--- src/rtl/tick_gen_pkg.sv ---
// tick_gen_pkg: shared constants, types and helpers for the tick generator.
//   MAX_NCH   - largest supported channel count
//   DEF_CW    - default counter/period width
//   tick_mode_t - channel mode (periodic / one-shot)
//   ch_idx_w  - width of a channel index for a given channel count
package tick_gen_pkg;

  localparam int MAX_NCH = 16;
  localparam int DEF_CW  = 27;

  typedef enum logic {
    MODE_PERIODIC = 1'b0,
    MODE_ONESHOT  = 1'b1
  } tick_mode_t;

  // A single channel still needs a 1-bit select port.
  function automatic int ch_idx_w(input int nch);
    return (nch > 1) ? $clog2(nch) : 1;
  endfunction

endpackage

--- src/rtl/tick_channel.sv ---
// tick_channel: one channel of the tick generator.
// Optional feature macro: TICK_GEN_SQW_EN (adds the sqw divided square wave).
// Ports:
//   clk, rst       clock and synchronous active-high reset
//   en             global run; low freezes the counter
//   wr_en          configuration write aimed at this channel
//   wr_period      new period P (0 disables the channel)
//   wr_mode        new mode (periodic / one-shot)
//   tick           registered one-cycle strobe every P enabled cycles
//   busy           channel armed (P != 0 and one-shot not yet expired)
//   sqw            toggles on every tick (only with TICK_GEN_SQW_EN)
module tick_channel
  import tick_gen_pkg::*;
#(
  parameter int CW = DEF_CW
) (
  input  logic          clk,
  input  logic          rst,
  input  logic          en,
  input  logic          wr_en,
  input  logic [CW-1:0] wr_period,
  input  tick_mode_t    wr_mode,
`ifdef TICK_GEN_SQW_EN
  output logic          sqw,
`endif
  output logic          tick,
  output logic          busy
);

  logic [CW-1:0] period_q, period_d;
  logic [CW-1:0] cnt_q, cnt_d;
  tick_mode_t    mode_q, mode_d;
  logic          busy_q, busy_d;
  logic          tick_q, tick_d;
`ifdef TICK_GEN_SQW_EN
  logic          sqw_q, sqw_d;
`endif

  always_comb begin
    period_d = period_q;
    cnt_d    = cnt_q;
    mode_d   = mode_q;
    busy_d   = busy_q;
    tick_d   = 1'b0;      // strobe: never held, never queued
`ifdef TICK_GEN_SQW_EN
    sqw_d    = sqw_q;
`endif
    if (wr_en) begin
      // A write restarts the channel and wins over a coincident terminal count.
      period_d = wr_period;
      mode_d   = wr_mode;
      cnt_d    = '0;
      busy_d   = (wr_period != '0);
`ifdef TICK_GEN_SQW_EN
      sqw_d    = 1'b0;
`endif
    end else if (en && busy_q) begin
      // busy_q guarantees period_q != 0, so period_q-1 never wraps.
      if (cnt_q == period_q - CW'(1)) begin
        cnt_d  = '0;
        tick_d = 1'b1;
        if (mode_q == MODE_ONESHOT) begin
          busy_d = 1'b0;
        end
`ifdef TICK_GEN_SQW_EN
        sqw_d  = ~sqw_q;
`endif
      end else begin
        cnt_d = cnt_q + CW'(1);
      end
    end
  end

  always_ff @(posedge clk) begin
    if (rst) begin
      period_q <= '0;
      cnt_q    <= '0;
      mode_q   <= MODE_PERIODIC;
      busy_q   <= 1'b0;
      tick_q   <= 1'b0;
`ifdef TICK_GEN_SQW_EN
      sqw_q    <= 1'b0;
`endif
    end else begin
      period_q <= period_d;
      cnt_q    <= cnt_d;
      mode_q   <= mode_d;
      busy_q   <= busy_d;
      tick_q   <= tick_d;
`ifdef TICK_GEN_SQW_EN
      sqw_q    <= sqw_d;
`endif
    end
  end

  assign tick = tick_q;
  assign busy = busy_q;
`ifdef TICK_GEN_SQW_EN
  assign sqw  = sqw_q;
`endif

endmodule

--- src/rtl/tick_generator.sv ---
// tick_generator: NCH independent run-time programmable tick channels.
// Optional feature macro: TICK_GEN_SQW_EN (adds the sqw output port).
// All outputs are data-path enables, not clocks.
// Ports:
//   clk, rst       clock and synchronous active-high reset
//   en             global run; low freezes every channel
//   cfg_we         configuration write strobe
//   cfg_ch         target channel; values >= NCH are ignored
//   cfg_period     period P in cycles; 0 disables the channel
//   cfg_oneshot    1 = one-shot, 0 = periodic
//   tick[NCH]      per-channel one-cycle registered strobe
//   busy[NCH]      per-channel armed flag
//   sqw[NCH]       per-channel square wave of period 2P (TICK_GEN_SQW_EN only)
module tick_generator
  import tick_gen_pkg::*;
#(
  parameter int NCH = 4,
  parameter int CW  = DEF_CW,
  localparam int CHW = ch_idx_w(NCH)
) (
  input  logic           clk,
  input  logic           rst,
  input  logic           en,
  input  logic           cfg_we,
  input  logic [CHW-1:0] cfg_ch,
  input  logic [CW-1:0]  cfg_period,
  input  logic           cfg_oneshot,
  output logic [NCH-1:0] tick,
`ifdef TICK_GEN_SQW_EN
  output logic [NCH-1:0] sqw,
`endif
  output logic [NCH-1:0] busy
);

  logic [NCH-1:0] wr_sel;
  tick_mode_t     wr_mode;

  assign wr_mode = cfg_oneshot ? MODE_ONESHOT : MODE_PERIODIC;

  genvar gi;
  generate
    for (gi = 0; gi < NCH; gi++) begin : g_ch
      // Exact-match decode: indices NCH..2**CHW-1 select no channel.
      assign wr_sel[gi] = cfg_we && (cfg_ch == CHW'(gi));

      tick_channel #(
        .CW(CW)
      ) u_ch (
        .clk      (clk),
        .rst      (rst),
        .en       (en),
        .wr_en    (wr_sel[gi]),
        .wr_period(cfg_period),
        .wr_mode  (wr_mode),
`ifdef TICK_GEN_SQW_EN
        .sqw      (sqw[gi]),
`endif
        .tick     (tick[gi]),
        .busy     (busy[gi])
      );
    end
  endgenerate

endmodule

--- config.mk ---
export PLATFORM = sky130hd
export DESIGN_NAME = tick_generator
export DESIGN_NICKNAME = d
export VERILOG_FILES = /design/src/rtl/tick_gen_pkg.sv /design/src/rtl/tick_channel.sv /design/src/rtl/tick_generator.sv
export SDC_FILE = /design/constraint.sdc
export NUM_CORES = 1
export LEC_CHECK = 0
export BUFFER_PORTS_ARGS = -buffer_cell sky130_fd_sc_hd__buf_2
export CORE_MARGIN = 5
export CORE_UTILIZATION = 63
export DETAILED_ROUTE_END_ITERATION = 10
export HOLD_SLACK_MARGIN = 0.02
export PLACE_DENSITY = 0.9
export SLEW_MARGIN = 20
export SYNTH_ARGS = -nofsm -noshare
export SYNTH_HDL_FRONTEND = slang
export SYNTH_SLANG_ARGS = --single-unit
--- constraint.sdc ---
create_clock -name clk -period 9.6 [get_ports clk]
set_input_delay 2.88 -clock clk [delete_from_list [all_inputs] [get_ports clk]]
set_output_delay 2.88 -clock clk [all_outputs]
set_load 0.05 [all_outputs]
==> reports/results.tsv <==
metric	value	unit
first_pass_iters	7	
cts-resized-gates	0	
synthTopCellsByArea	dfxtp_1 35%, nand2_1 9.0%, xnor2_1 7.6%	
cp_max_fo	29	
synth_commonest_cells	308 x nand2_1, 228 x dfxtp_1, 130 x a21oi_1, 125 x nor2_1, 112 x xnor2_1	
rows	52	
cts.path.max_buffers	3	
ys_ff_latch	228	
clk_pin_slew	0.06	ns
worst_hold_slack	0.458	ns
fin_skew	0.0175	ns
yosysTopAreaCellShare	35.3	%
gp_congestion	0.953	
cp_data_arrival_time	5.06	ns
clock_latency	0.53	ns
diodes	0	
finalCritPeriodShare	48.8	%
gr-total-overflow	0	
grt_pass1_wl	53.7	mm
p_leak	0.00496	µW
grt_pass1_vias	11200	
power_frac_comb	14.2	%
power.internal	1580	µW
avgRoutedWirePerCell	16.7	µm
p_seq_share	45.7	%
antenna_found_initial	0	
maxSlewHeadroom	29.7	%
startpoint_type	input port	
dieArea	0.0235	mm²
postRouteAntennaNets	0	
whs_endpoint	g_ch[3].u_ch.mode_q	
setup_viol	0	
crit_required	9.97	ns
synth_edf_count	0	
p_clk_share	40.1	%
cts_sinks	228	
rrSetupSlack	5.28	ns
syn_area_per_cell	7.71	µm²
io_buffer_count	41	
synth_fp_nets	1718	
cts_setup_buffers	0	
io_pins	42	
fmax	213	MHz
endpoint_kind	flip-flop	
core_area	0.0202	mm²
hp-class	flip-flop to flip-flop	
hold_buffers	0	
ys_seq_area_share	35.3	%
die_w	153	µm
synth_area	0.0129	mm²
synth.largest_area_cell	dfxtp_1	
cts_inserted_buffers	24	
hold_viol	0	
synth-main-ff-cell	dfxtp_1	
dp_hpwl	23.1	mm
die_y	153	µm
maxCapViolCount	0	
grt_max_degree	65	
synth_most_common_cell	nand2_1	
synthCells	1676	
power.switching	584	µW
drt_wl_total	32.4	mm
fin_setup_tns	0	ns
reg2reg_depth	10	
floorplan.initialDensity	63.8	%
worstMarginPinSlew	1.05	ns
r2r-end	g_ch[0].u_ch.cnt_q[21]	
status	finished, final reports clean	
yosysUniqueCellTypes	78	
min_from	g_ch[3].u_ch.mode_q	
min_path_cells	2	
timing.final.max_slew_violations	0	
vdd_drop_max	0.000136	V
p_sw_share	27.0	%
async_flop_share	0	%
grt_usage	26.5	%
worstSetupPathType	input port to flip-flop	
fin_crit	4.69	ns
fin_nets	1693	
p_per_area	156	mW/mm²
routed_via_density	6.23	
htree_levels	1	
dr.first_iter.drc_count	1085	
drc_errors	0	
syn2layout_area_growth	7.14	%
yosysWarningCount	0	
cts_tree	done	
grt_setup_unrepaired	no	
vias	12100	
drive_above_1_share	7.09	%
post-route-util	68.4	%
clockRootBuffer	clkbuf_16	
r2r_start	g_ch[0].u_ch.period_q[0]	
[per-stage QoR]
| stage | setup slack, ns | total power [µW] | std cells | area, µm² |
|---|---|---|---|---|
| after CTS | 4.91 | 2170 | 1935 | 13800 |
| final | 4.91 | 2170 | 1935 | 13800 |
| after global placement | 4.46 | 1300 | 1895 | 13100 |
| after global routing | 4.69 | 2250 | 1935 | 13800 |
| after detailed placement | 4.41 | 1310 | 1895 | 13100 |
| after floorplan | 4.78 | 1240 | 1676 | 12900 |
[flip-flops by register name (all words and copies together), names as in the netlist]
name	count
g_ch.u_ch.cnt_q	108
g_ch.u_ch.period_q	108
g_ch.u_ch.mode_q	4
g_ch.u_ch.busy	4
g_ch.u_ch.tick	4
[final cells by class]
type                            instances  area (µm²)
Clock buffer                           34         689
Clock inverter                          6        35.0
Fill cell                            1629        6400
Inverter                               22        82.6
Multi-Input combinational cell       1324        7850
Sequential cell                       228        4560
Tap cell                              270         338
Timing Repair Buffer                   51         283
[kinds of logic after synthesis]
family                     after synthesis  synth area share (%)
AOI/OAI and AO/OA                      248                  12.2
xor gates and xnor gates               222                  15.1
adders and majority gates                8                 0.775
buffers and inverters                  124                  4.01
DFF                                    228                  35.3
muxes                                    7                 0.581
and+or+nand+nor                        839                  32.0
[routing by layer]
| layer | global-route usage, % | part of all wire (%) |
|---|---|---|
| met5 | 1.66 | 0.17 |
| met4 | 7.59 | 2.7 |
| met3 | 6.62 | 9.1 |
| met2 | 46.0 | 49 |
| met1 | 32.5 | 39 |
[power groups by stage]
| stage | clock network (µW) | registers [µW] | logic, µW |
|---|---|---|---|
| final | 868 | 989 | 309 |
| after global routing | 923 | 991 | 335 |
| after CTS | 878 | 988 | 300 |
| after detailed placement | 0 | 1010 | 297 |
| after global placement | 0 | 1010 | 287 |
| after floorplan | 0 | 999 | 237 |
[worst max path at each step]
stage | from | end | depth (start not counted)
2_1_floorplan | en | g_ch[3].u_ch.cnt_q[26] | 11
3_3_place_gp | cfg_ch[1] | g_ch[3].u_ch.cnt_q[26] | 4
3_5_place_dp | cfg_ch[1] | g_ch[3].u_ch.cnt_q[2] | 4
4_1_cts | cfg_ch[1] | g_ch[3].u_ch.cnt_q[5] | 4
5_1_grt | cfg_ch[1] | g_ch[3].u_ch.cnt_q[7] | 4
6_report | cfg_ch[1] | g_ch[3].u_ch.cnt_q[3] | 4
[cell usage in the layout, fill, tap and decap left out, drive strengths merged, types with 5 or more instances in the layout]
cell,count
or2,11
a31oi,7
and3,34
nor2b,14
and2,12
a21oi,130
dfxtp,228
nand4b,7
o21ai,19
xnor2,112
nor3b,6
ha,8
o2111ai,8
or3,20
nand2,308
or4,19
nor4b,8
buf,51
nor4,44
a211oi,9
clkbuf,34
xor2,110
nand3,60
nand3b,10
and4,12
o211ai,7
nor3,102
o31ai,7
a2111oi,5
inv,22
nand2b,7
nor2,125
nand4,30
o21a,6
[worst max-delay path, cell delays in order]
cell and delay [ns]:
buf_2 0.15, nand3_1 0.75, nand2b_1 1.11, nor3_1 0.14
Power figures use the tool's default switching activity.
